File: config.mk
export PLATFORM = sky130hd
export DESIGN_NAME = aes_result_display_flat
export DESIGN_NICKNAME = d
export VERILOG_FILES = /design/src/rtl/aes_result_display_if.sv /design/src/rtl/aes_result_display.sv /design/src/flat_wrapper.sv
export SDC_FILE = /design/constraint.sdc
export NUM_CORES = 1
export LEC_CHECK = 0
export CORE_UTILIZATION = 55
export CTS_CLUSTER_SIZE = 16
export DETAILED_ROUTE_END_ITERATION = 12
export PLACE_DENSITY = 0.85
export SYNTH_ARGS = -nofsm -noshare
export SYNTH_HDL_FRONTEND = slang
export SYNTH_SLANG_ARGS = --single-unit
File: constraint.sdc
create_clock -name clk -period 3.61 [get_ports clk]
set_input_delay 0.722 -clock clk [delete_from_list [all_inputs] [get_ports clk]]
set_output_delay 0.722 -clock clk [all_outputs]
set_load 0.02 [all_outputs]
File: src/rtl/aes_result_display_if.sv
// Bus between the AES result source and the byte-by-byte BCD display stage.
// load is a one-cycle capture strobe; step is a level whose 0->1 transitions request the next byte.
interface aes_result_display_if;
  logic         load;
  logic [127:0] data_in;
  logic         step;
  logic         busy;
  logic [3:0]   byte_idx;
  logic [11:0]  bcd;
  logic [6:0]   hex0;
  logic [6:0]   hex1;
  logic [6:0]   hex2;
  logic [1:0]   fsm_state;

  modport master (
    output load, data_in, step,
    input  busy, byte_idx, bcd, hex0, hex1, hex2, fsm_state
  );

  modport slave (
    input  load, data_in, step,
    output busy, byte_idx, bcd, hex0, hex1, hex2, fsm_state
  );
endinterface

File: src/rtl/aes_result_display.sv
// Captures a 128-bit AES result and converts one selected byte at a time to three
// BCD digits (8-cycle double-dabble) driven onto active-low 7-segment displays.
module aes_result_display #(
  parameter int NUM_BYTES = 16
) (
  input  logic               clk,
  input  logic               rst_n,
  aes_result_display_if.slave bus
);

  typedef enum logic [1:0] {
    IDLE = 2'd0,
    CONV = 2'd1,
    SHOW = 2'd2
  } state_t;

  state_t         state_q;
  logic [127:0]   data_q;
  logic [3:0]     idx_q;
  logic [19:0]    work_q;
  logic [3:0]     iter_q;
  logic [11:0]    bcd_q;
  logic [6:0]     hex0_q;
  logic [6:0]     hex1_q;
  logic [6:0]     hex2_q;
  logic           busy_q;
  logic           step_q;

  logic           step_edge;
  logic [3:0]     idx_d;
  logic [7:0]     byte_d;
  logic [19:0]    work_d;

  // One shift-add-3 iteration on {bcd_work[11:0], bin[7:0]}.
  function automatic logic [19:0] dd_iter(input logic [19:0] w);
    logic [19:0] a;
    a = w;
    for (int i = 0; i < 3; i++) begin
      if (a[8+4*i +: 4] >= 4'd5) a[8+4*i +: 4] = a[8+4*i +: 4] + 4'd3;
    end
    return {a[18:0], 1'b0};
  endfunction

  function automatic logic [6:0] seg(input logic [3:0] d);
    logic [6:0] s;
    case (d)
      4'd0:    s = 7'b1000000;
      4'd1:    s = 7'b1111001;
      4'd2:    s = 7'b0100100;
      4'd3:    s = 7'b0110000;
      4'd4:    s = 7'b0011001;
      4'd5:    s = 7'b0010010;
      4'd6:    s = 7'b0000010;
      4'd7:    s = 7'b1111000;
      4'd8:    s = 7'b0000000;
      4'd9:    s = 7'b0010000;
      default: s = 7'b1111111;
    endcase
    return s;
  endfunction

  always_comb begin
    step_edge = bus.step & ~step_q;
    idx_d     = (idx_q == 4'(NUM_BYTES - 1)) ? 4'd0 : idx_q + 4'd1;
    byte_d    = data_q[{idx_d, 3'b000} +: 8];
    work_d    = dd_iter(work_q);
  end

  always_ff @(posedge clk or negedge rst_n) begin
    if (!rst_n) begin
      state_q <= IDLE;
      data_q  <= '0;
      idx_q   <= '0;
      work_q  <= '0;
      iter_q  <= '0;
      bcd_q   <= 12'h000;
      hex0_q  <= 7'h7F;
      hex1_q  <= 7'h7F;
      hex2_q  <= 7'h7F;
      busy_q  <= 1'b0;
      step_q  <= 1'b0;
    end else begin
      step_q <= bus.step;
      // load overrides everything, including an in-flight conversion and a coincident step.
      if (bus.load) begin
        data_q  <= bus.data_in;
        idx_q   <= '0;
        work_q  <= {12'h000, bus.data_in[7:0]};
        iter_q  <= '0;
        busy_q  <= 1'b1;
        state_q <= CONV;
      end else begin
        case (state_q)
          IDLE: begin
          end
          CONV: begin
            work_q <= work_d;
            iter_q <= iter_q + 4'd1;
            if (iter_q == 4'd7) begin
              bcd_q   <= work_d[19:8];
              hex0_q  <= seg(work_d[11:8]);
              hex1_q  <= seg(work_d[15:12]);
              hex2_q  <= seg(work_d[19:16]);
              busy_q  <= 1'b0;
              state_q <= SHOW;
            end
          end
          SHOW: begin
            if (step_edge) begin
              idx_q   <= idx_d;
              work_q  <= {12'h000, byte_d};
              iter_q  <= '0;
              busy_q  <= 1'b1;
              state_q <= CONV;
            end
          end
          default: state_q <= IDLE;
        endcase
      end
    end
  end

  assign bus.busy      = busy_q;
  assign bus.byte_idx  = idx_q;
  assign bus.bcd       = bcd_q;
  assign bus.hex0      = hex0_q;
  assign bus.hex1      = hex1_q;
  assign bus.hex2      = hex2_q;
  assign bus.fsm_state = state_q;

endmodule
File: src/flat_wrapper.sv
// flat-port wrapper written by rule: the top's interface ports become plain ports
module aes_result_display_flat 
#(
  parameter int NUM_BYTES = 16
)
  (clk, rst_n, bus_load, bus_data_in, bus_step, bus_busy, bus_byte_idx, bus_bcd, bus_hex0, bus_hex1, bus_hex2, bus_fsm_state);
  aes_result_display_if bus_i ();
  input  logic clk;
  input  logic rst_n;
  input wire logic [$bits(bus_i.load)-1:0] bus_load;
  input wire logic [$bits(bus_i.data_in)-1:0] bus_data_in;
  input wire logic [$bits(bus_i.step)-1:0] bus_step;
  output wire logic [$bits(bus_i.busy)-1:0] bus_busy;
  output wire logic [$bits(bus_i.byte_idx)-1:0] bus_byte_idx;
  output wire logic [$bits(bus_i.bcd)-1:0] bus_bcd;
  output wire logic [$bits(bus_i.hex0)-1:0] bus_hex0;
  output wire logic [$bits(bus_i.hex1)-1:0] bus_hex1;
  output wire logic [$bits(bus_i.hex2)-1:0] bus_hex2;
  output wire logic [$bits(bus_i.fsm_state)-1:0] bus_fsm_state;
  assign bus_i.load = bus_load;
  assign bus_i.data_in = bus_data_in;
  assign bus_i.step = bus_step;
  assign bus_busy = bus_i.busy;
  assign bus_byte_idx = bus_i.byte_idx;
  assign bus_bcd = bus_i.bcd;
  assign bus_hex0 = bus_i.hex0;
  assign bus_hex1 = bus_i.hex1;
  assign bus_hex2 = bus_i.hex2;
  assign bus_fsm_state = bus_i.fsm_state;
  aes_result_display #(.NUM_BYTES(NUM_BYTES)) u_core (.clk(clk), .rst_n(rst_n), .bus(bus_i));
endmodule
# --- Word level (Yosys, flattened, before mapping) ---
# Memories as Yosys holds them, arrays and structs flattened. A register that Yosys moved wholly into a read port is not among the register bits.
# Index checks and enable logic that the tools add are counted.
word_totals:
  wordCells: 63
  output_inout_bits: 40
  inputBits: 132
  mem_count: 3
  rom_bits: 336
  regBits: 172
op_classes:
  shift: 1
  add_sub_neg: 5
  reduce_logical: 12
  n_eq_ne: 7
  mux: 21
  order_cmp: 3
  bitwise: 3
memory_table:
  columns: ["name", "depth", "word_bits", "rd", "rd_clocked_by_memory_dff", "write_ports", "line_no", "text"]
  rows:
  - ["(no name shown)", 16, 7, 1, 1, 0, "aes_result_display.sv:46", "case (d)"]
  - ["(no name shown)", 16, 7, 1, 1, 0, "aes_result_display.sv:46", null]
  - ["(no name shown)", 16, 7, 1, 1, 0, "aes_result_display.sv:46", null]
ops:
  columns: ["op", "n"]
  rows:
  - ["128-bit by 8-bit indexed part select with 8-bit output", 1]
  - ["20-bit 2-to-1 mux", 2]
  - ["20-bit one-hot mux with 2 select lines", 1]
  - ["4-bit 2-to-1 mux", 8]
  - ["4-bit by 3-bit >= comparator with 1-bit output, second input constant", 3]
  - ["3-bit AND reduction", 3]
  - ["4-bit by 1-bit adder with 4-bit output, second input constant", 2]
  - ["4-bit by 2-bit adder with 4-bit output, second input constant", 2]
  - ["4-bit one-hot mux with 2 select lines", 1]
  - ["2-bit 2-to-1 mux", 3]
  - ["3-bit by 2-bit != test with 1-bit output, second input constant", 2]
  - ["2-bit one-hot mux with 3 select lines", 1]
  - ["4-bit by 3-bit equality test with 1-bit output, second input constant", 1]
  - ["4-bit equality test, second input constant", 1]
  - ["2-bit AND reduction", 2]
  - ["2-bit nonzero test", 2]
  - ["3-bit by 2-bit adder with 3-bit output, second input constant", 1]
  - ["1-bit logical NOT", 3]
  - ["1-bit 2-to-1 mux", 3]
  - ["3-bit 2-to-1 mux", 1]
  - ["3-bit nonzero test", 1]
  - ["2-bit by 1-bit equality test with 1-bit output, second input constant", 1]
  - ["2-bit equality test, second input constant", 1]
  - ["2-bit logical NOT", 1]
  - ["4 further kinds", 5]

# --- Depth between registers and ports, before layout ---
logic_depth:
  ltp_word: 6
  mapped_depth: 10
  mapped_depth_nobuf: 9

# --- Least setup slack after synthesis ---
# OpenSTA, ideal clock, no wires.
synth_timing:
  kind: "register to register"
  start: "register u_core.work_q[16]"
  end: "register u_core.hex2_q[0], in the netlist u_core.bus.hex2[0]"
  setup_time_ns: 0.079
  path_stages_with_launch: 9
  arrival_ns: 2.000
  required_time_ns: 3.531
  synth_period_minus_slack_ns: 2.079
  path_slack_ns: 1.531
  n_path_buf: 0
  path_cell_list: "dfrtp_1 -> inv_1 -> ha_1 -> nand2b_1 -> a21oi_1 -> mux2i_1 -> o21a_1 -> a21oi_1 -> a22o_1"
synth_between:
  elab_chain_cells: 2
  word_cells_on_any_way: 3
  cone_classes: "1 x add/sub; 1 x order compare; 1 x mux"
synth_rtl:
  columns: ["item", "line_no", "text"]
  rows:
  - ["start, declared", "aes_result_display.sv:20", "logic [19:0] work_q;"]
  - ["start signal, assigned", "aes_result_display.sv:88", "work_q <= {12'h000, bus.data_in[7:0]};"]
  - ["start signal, assigned", "aes_result_display.sv:97", "work_q <= work_d;"]
  - ["start signal, assigned", "aes_result_display.sv:111", "work_q <= {12'h000, byte_d};"]
  - ["4-bit by 3-bit >= comparator with 1-bit output / 3-bit by 2-bit adder with 3-bit output (equally long branches)", "aes_result_display.sv:39", "if (a[8+4*i +: 4] >= 4'd5) a[8+4*i +: 4] = a[8+4*i +: 4] + 4'd3;"]
  - ["3-bit 2-to-1 mux (*)", "aes_result_display.sv:39", null]
  - ["end, declared", "aes_result_display.sv:25", "logic [6:0] hex2_q;"]
# Every way passes the cells marked *; elsewhere a longest branch is shown, timed or not.
# A chain may end at the register's enable or synchronous reset.

# --- Worst setup path after layout ---
layout_timing:
  start: "register u_core.idx_q[0], in the netlist u_core.bus.byte_idx[0]"
  end: "register u_core.work_q[2]"
layout_between:
  elab_chain_cells: 6
  word_cells_on_any_way: 7
  cone_classes: "1 x add/sub; 1 x eq/ne; 1 x shift; 4 x mux"
layout_rtl:
  columns: ["item", "line_no", "text"]
  rows:
  - ["start, declared", "aes_result_display.sv:19", "logic [3:0] idx_q;"]
  - ["start signal, assigned", "aes_result_display.sv:110", "idx_q <= idx_d;"]
  - ["4-bit by 1-bit adder with 4-bit output / 4-bit equality test (equally long branches)", "aes_result_display.sv:64", "idx_d = (idx_q == 4'(NUM_BYTES - 1)) ? 4'd0 : idx_q + 4'd1;"]
  - ["4-bit 2-to-1 mux (*)", "aes_result_display.sv:64", null]
  - ["128-bit by 8-bit indexed part select with 8-bit output (*)", "aes_result_display.sv:65", "byte_d = data_q[{idx_d, 3'b000} +: 8];"]
  - ["20-bit 2-to-1 mux (*)", "aes_result_display.sv:109", "if (step_edge) begin"]
  - ["20-bit one-hot mux with 2 select lines (*)", "aes_result_display.sv:93", "case (state_q)"]
  - ["20-bit 2-to-1 mux (*)", "aes_result_display.sv:85", "if (bus.load) begin"]
# Every way passes the cells marked *; elsewhere a longest branch is shown, timed or not. The select of a mux whose other input is x is not followed.

==> flow_summary.json <==
{
  "drt_iter0_markers": 491,
  "outcome": "complete, no violations",
  "cts_hold_buf": 0,
  "power_leakage_nw": 4.72,
  "comb_power_share_pct": 14.0,
  "drive_gt1_share_pct": 24.0,
  "synth_edf_count": 0,
  "relSlewSlack_pct": 34.1,
  "critPathMaxStageDelay_ns": 0.60,
  "ys_seq_area_share_pct": 52.0,
  "grt_antenna_before_repair": 0,
  "cts-buffers-inserted": 17,
  "nNetsFinal": 1090,
  "maxSlewViolCount": 0,
  "cts_root_buffer": "clkbuf_16",
  "core_um2": 16600,
  "routed_wirelength_mm": 20.9,
  "cpMostUsedCell": "o221ai_1",
  "hold_viol": 0,
  "r2r_slack_ns": 0.97,
  "fin_area_um2": 11800,
  "crit_path_cell_trace": "ha_4 -> buf_4 -> mux2i_1 -> nand2_1 -> o21ai_0 -> a22oi_1 -> o221ai_1 -> o221ai_1",
  "num_rows": 47,
  "synthTopCellsByArea": "dfrtp_1 (46%), mux2_2 (18%), dfstp_2 (5.9%), mux2i_1 (3.8%), nand2_1 (3.2%)",
  "die_w_um": 132,
  "synth_top_area_share_pct": 46.1,
  "tightest_slew_ns": 0.989,
  "die_h_um": 132,
  "areaGrowthSynthToFinish_pct": 26.0,
  "crit_path_top_delay_cell": "ha_4",
  "p_int_mw": 3.68,
  "drc": 0,
  "setup_ws_ns": 0.965,
  "final_antenna_net_count": 0,
  "cts_resized": 0,
  "avgSynthCellArea_um2": 11.8,
  "dieArea_um2": 17500,
  "fin_crit_ns": 2.64,
  "yosys_warnings": 0,
  "cts_max_level": 4,
  "sequentialPowerShare_pct": 49.7,
  "start_util_pct": 56.3,
  "critPathLaunchType": "flip-flop",
  "fin_crit_sh_pct": 73.3,
  "min-delay-path-class": "input port to asynchronous set/reset pin",
  "ys_ff_latch": 193,
  "tns_ns": 0,
  "timing.rr.start": "u_core.bus.byte_idx[0]$_DFFE_PN0P_",
  "rsz0062_at_grt": "false",
  "cts_setup_buffers": 0,
  "cp-end-kind": "flip-flop",
  "power_density_nw_per_um2": 421,
  "synthTopCellsByCount": "dfrtp_1 (172), mux2_2 (147), nand2_1 (80)",
  "synth_area_um2": 9330,
  "grt_pass1_vias": 6679,
  "path_clk_slew_ns": 0.07,
  "gp_congestion": 0.817,
  "port_buffers": 171,
  "setup_viol": 0,
  "ir_worst_vdd_uv": 358,
  "yosysMostFrequentCell": "dfrtp_1",
  "placed_cell_area_um2": 11200,
  "reg2reg_to": "u_core.work_q[2]$_DFFE_PN0P_",
  "dr_total_vias": 6652,
  "grt.overflow.total": 0,
  "finalClockSkew_ns": 0.00847,
  "avgViaCountPerCell": 5.64,
  "p_sw_mw": 1.27,
  "fmax_ghz": 0.378,
  "ys_async_sr_fraction_pct": 100,
  "synthFlopType": "dfrtp_1",
  "ios": 172,
  "crit_fanout": 32,
  "dp_hpwl_mm": 14.7,
  "drv_cap": 0,
  "worstPathArrival_ns": 2.99,
  "ff2ff_path_depth": 8,
  "clock_path_buffers": 2,
  "fin_util_pct": 70.9,
  "grt_max_degree": 82,
  "yosysTopAreaCell": "dfrtp_1",
  "post_drt_wl_per_cell_um": 17.7,
  "synth_cell_types": 57,
  "drt_first_pass_iters": 5,
  "synth_nets": 936,
  "cts.sinks": 193,
  "required_ns": 3.96,
  "post-place-ws_ns": 0.845,
  "clockPowerShare_pct": 36.3,
  "p_sw_share_pct": 25.7,
  "insertion_delay_ns": 0.44,
  "cts_tree": "yes",
  "criticalPathCategory": "flip-flop to flip-flop",
  "grt_pass1_wl_mm": 34.4,
  "grt_usage_pct": 25.3,
  "diodes": 0,
  "syn_inst": 793
}
[layer usage]
metal	GRT usage, %	vias up	wire length, µm
li1	-	3165	-
met1	32.2	3253	8950
met2	41.8	200	10200
met3	6.81	34	1290
met4	9.13	0	422
met5	0	-	0
[registers in the layout (all words and copies together) (netlist names)]
signal                count
u_core.bus.hex2           7
u_core.bus.byte_idx       4
u_core.work_q            20
u_core.bus.bcd           12
u_core.bus.hex1           7
u_core.iter_q             4
u_core.bus.busy           1
u_core.bus.fsm_state      2
u_core.data_q           128
u_core.step_q             1
u_core.bus.hex0           7
[per-stage QoR]
stage | cells | hold WS (ns) | power, mW
global placement | 1148 | 0.448 | 3.16
CTS | 1180 | 0.303 | 4.98
floorplan | 793 | 0.426 | 2.85
global route | 1180 | 0.329 | 5.15
detailed placement | 1148 | 0.453 | 3.19
finish | 1180 | 0.297 | 4.95
[power groups by stage]
stage,logic (mW),registers (mW),clock network (mW)
finish,0.693,2.46,1.79
global route,0.755,2.48,1.92
CTS,0.700,2.46,1.83
detailed placement,0.693,2.50,0
global placement,0.674,2.49,0
floorplan,0.359,2.49,0
[kinds of logic (layout without fill, tap and decap cells)]
| family | Yosys count | count (layout) | synth area share, % |
|---|---|---|---|
| multiplexers | 184 | 184 | 22.0 |
| AO/OA/AOI/OAI | 177 | 177 | 12.4 |
| AND/OR/NAND/NOR | 155 | 155 | 7.87 |
| flip-flops | 193 | 193 | 52.0 |
| buffers and inverters | 62 | 229 | 3.21 |
| adder cells (fa/ha/maj) | 11 | 11 | 1.48 |
| XOR/XNOR | 11 | 11 | 1.03 |
[layout by cell type, fill, tap and decap left out, types with 21 or more instances in the layout]
| master | n |
|---|---|
| clkdlybuf4s50_1 | 169 |
| nand2_1 | 80 |
| mux2_2 | 147 |
| dfstp_2 | 21 |
| nor2_1 | 23 |
| o21ai_0 | 53 |
| a21oi_1 | 32 |
| mux2i_1 | 35 |
| dfrtp_1 | 172 |
[worst max-delay path: cells and delay by family (launching register included)]
kind / cells / cell delay (ns)
multiplexers: 1 / 0.13
flip-flops: 1 / 0.46
buffers and inverters: 1 / 0.36
adder cells (fa/ha/maj): 1 / 0.60
AO/OA/AOI/OAI: 4 / 0.90
AND/OR/NAND/NOR: 1 / 0.09
[worst max-delay path by stage]
stage                                        from                             end  cells after the start
6_report       u_core.bus.byte_idx[0]$_DFFE_PN0P_    u_core.work_q[2]$_DFFE_PN0P_                      8
4_1_cts        u_core.bus.byte_idx[0]$_DFFE_PN0P_    u_core.work_q[2]$_DFFE_PN0P_                      8
2_1_floorplan       u_core.work_q[16]$_DFFE_PN0P_  u_core.bus.hex2[0]$_DFFE_PN1P_                      8
3_5_place_dp                             bus_step    u_core.work_q[5]$_DFFE_PN0P_                      7
5_1_grt        u_core.bus.byte_idx[0]$_DFFE_PN0P_    u_core.work_q[2]$_DFFE_PN0P_                      8
3_3_place_gp                             bus_step    u_core.work_q[5]$_DFFE_PN0P_                      7
[final cells by class]
cell class | count | area, µm²
multi-input cells | 538 | 4190
clock inverters | 14 | 119
clock buffers | 18 | 439
flip-flops and latches | 193 | 4860
fillers | 1188 | 4830
well taps | 220 | 275
repair buffers | 184 | 1830
inverters | 13 | 48.8
No activity file was read; power rests on OpenSTA's default activity.
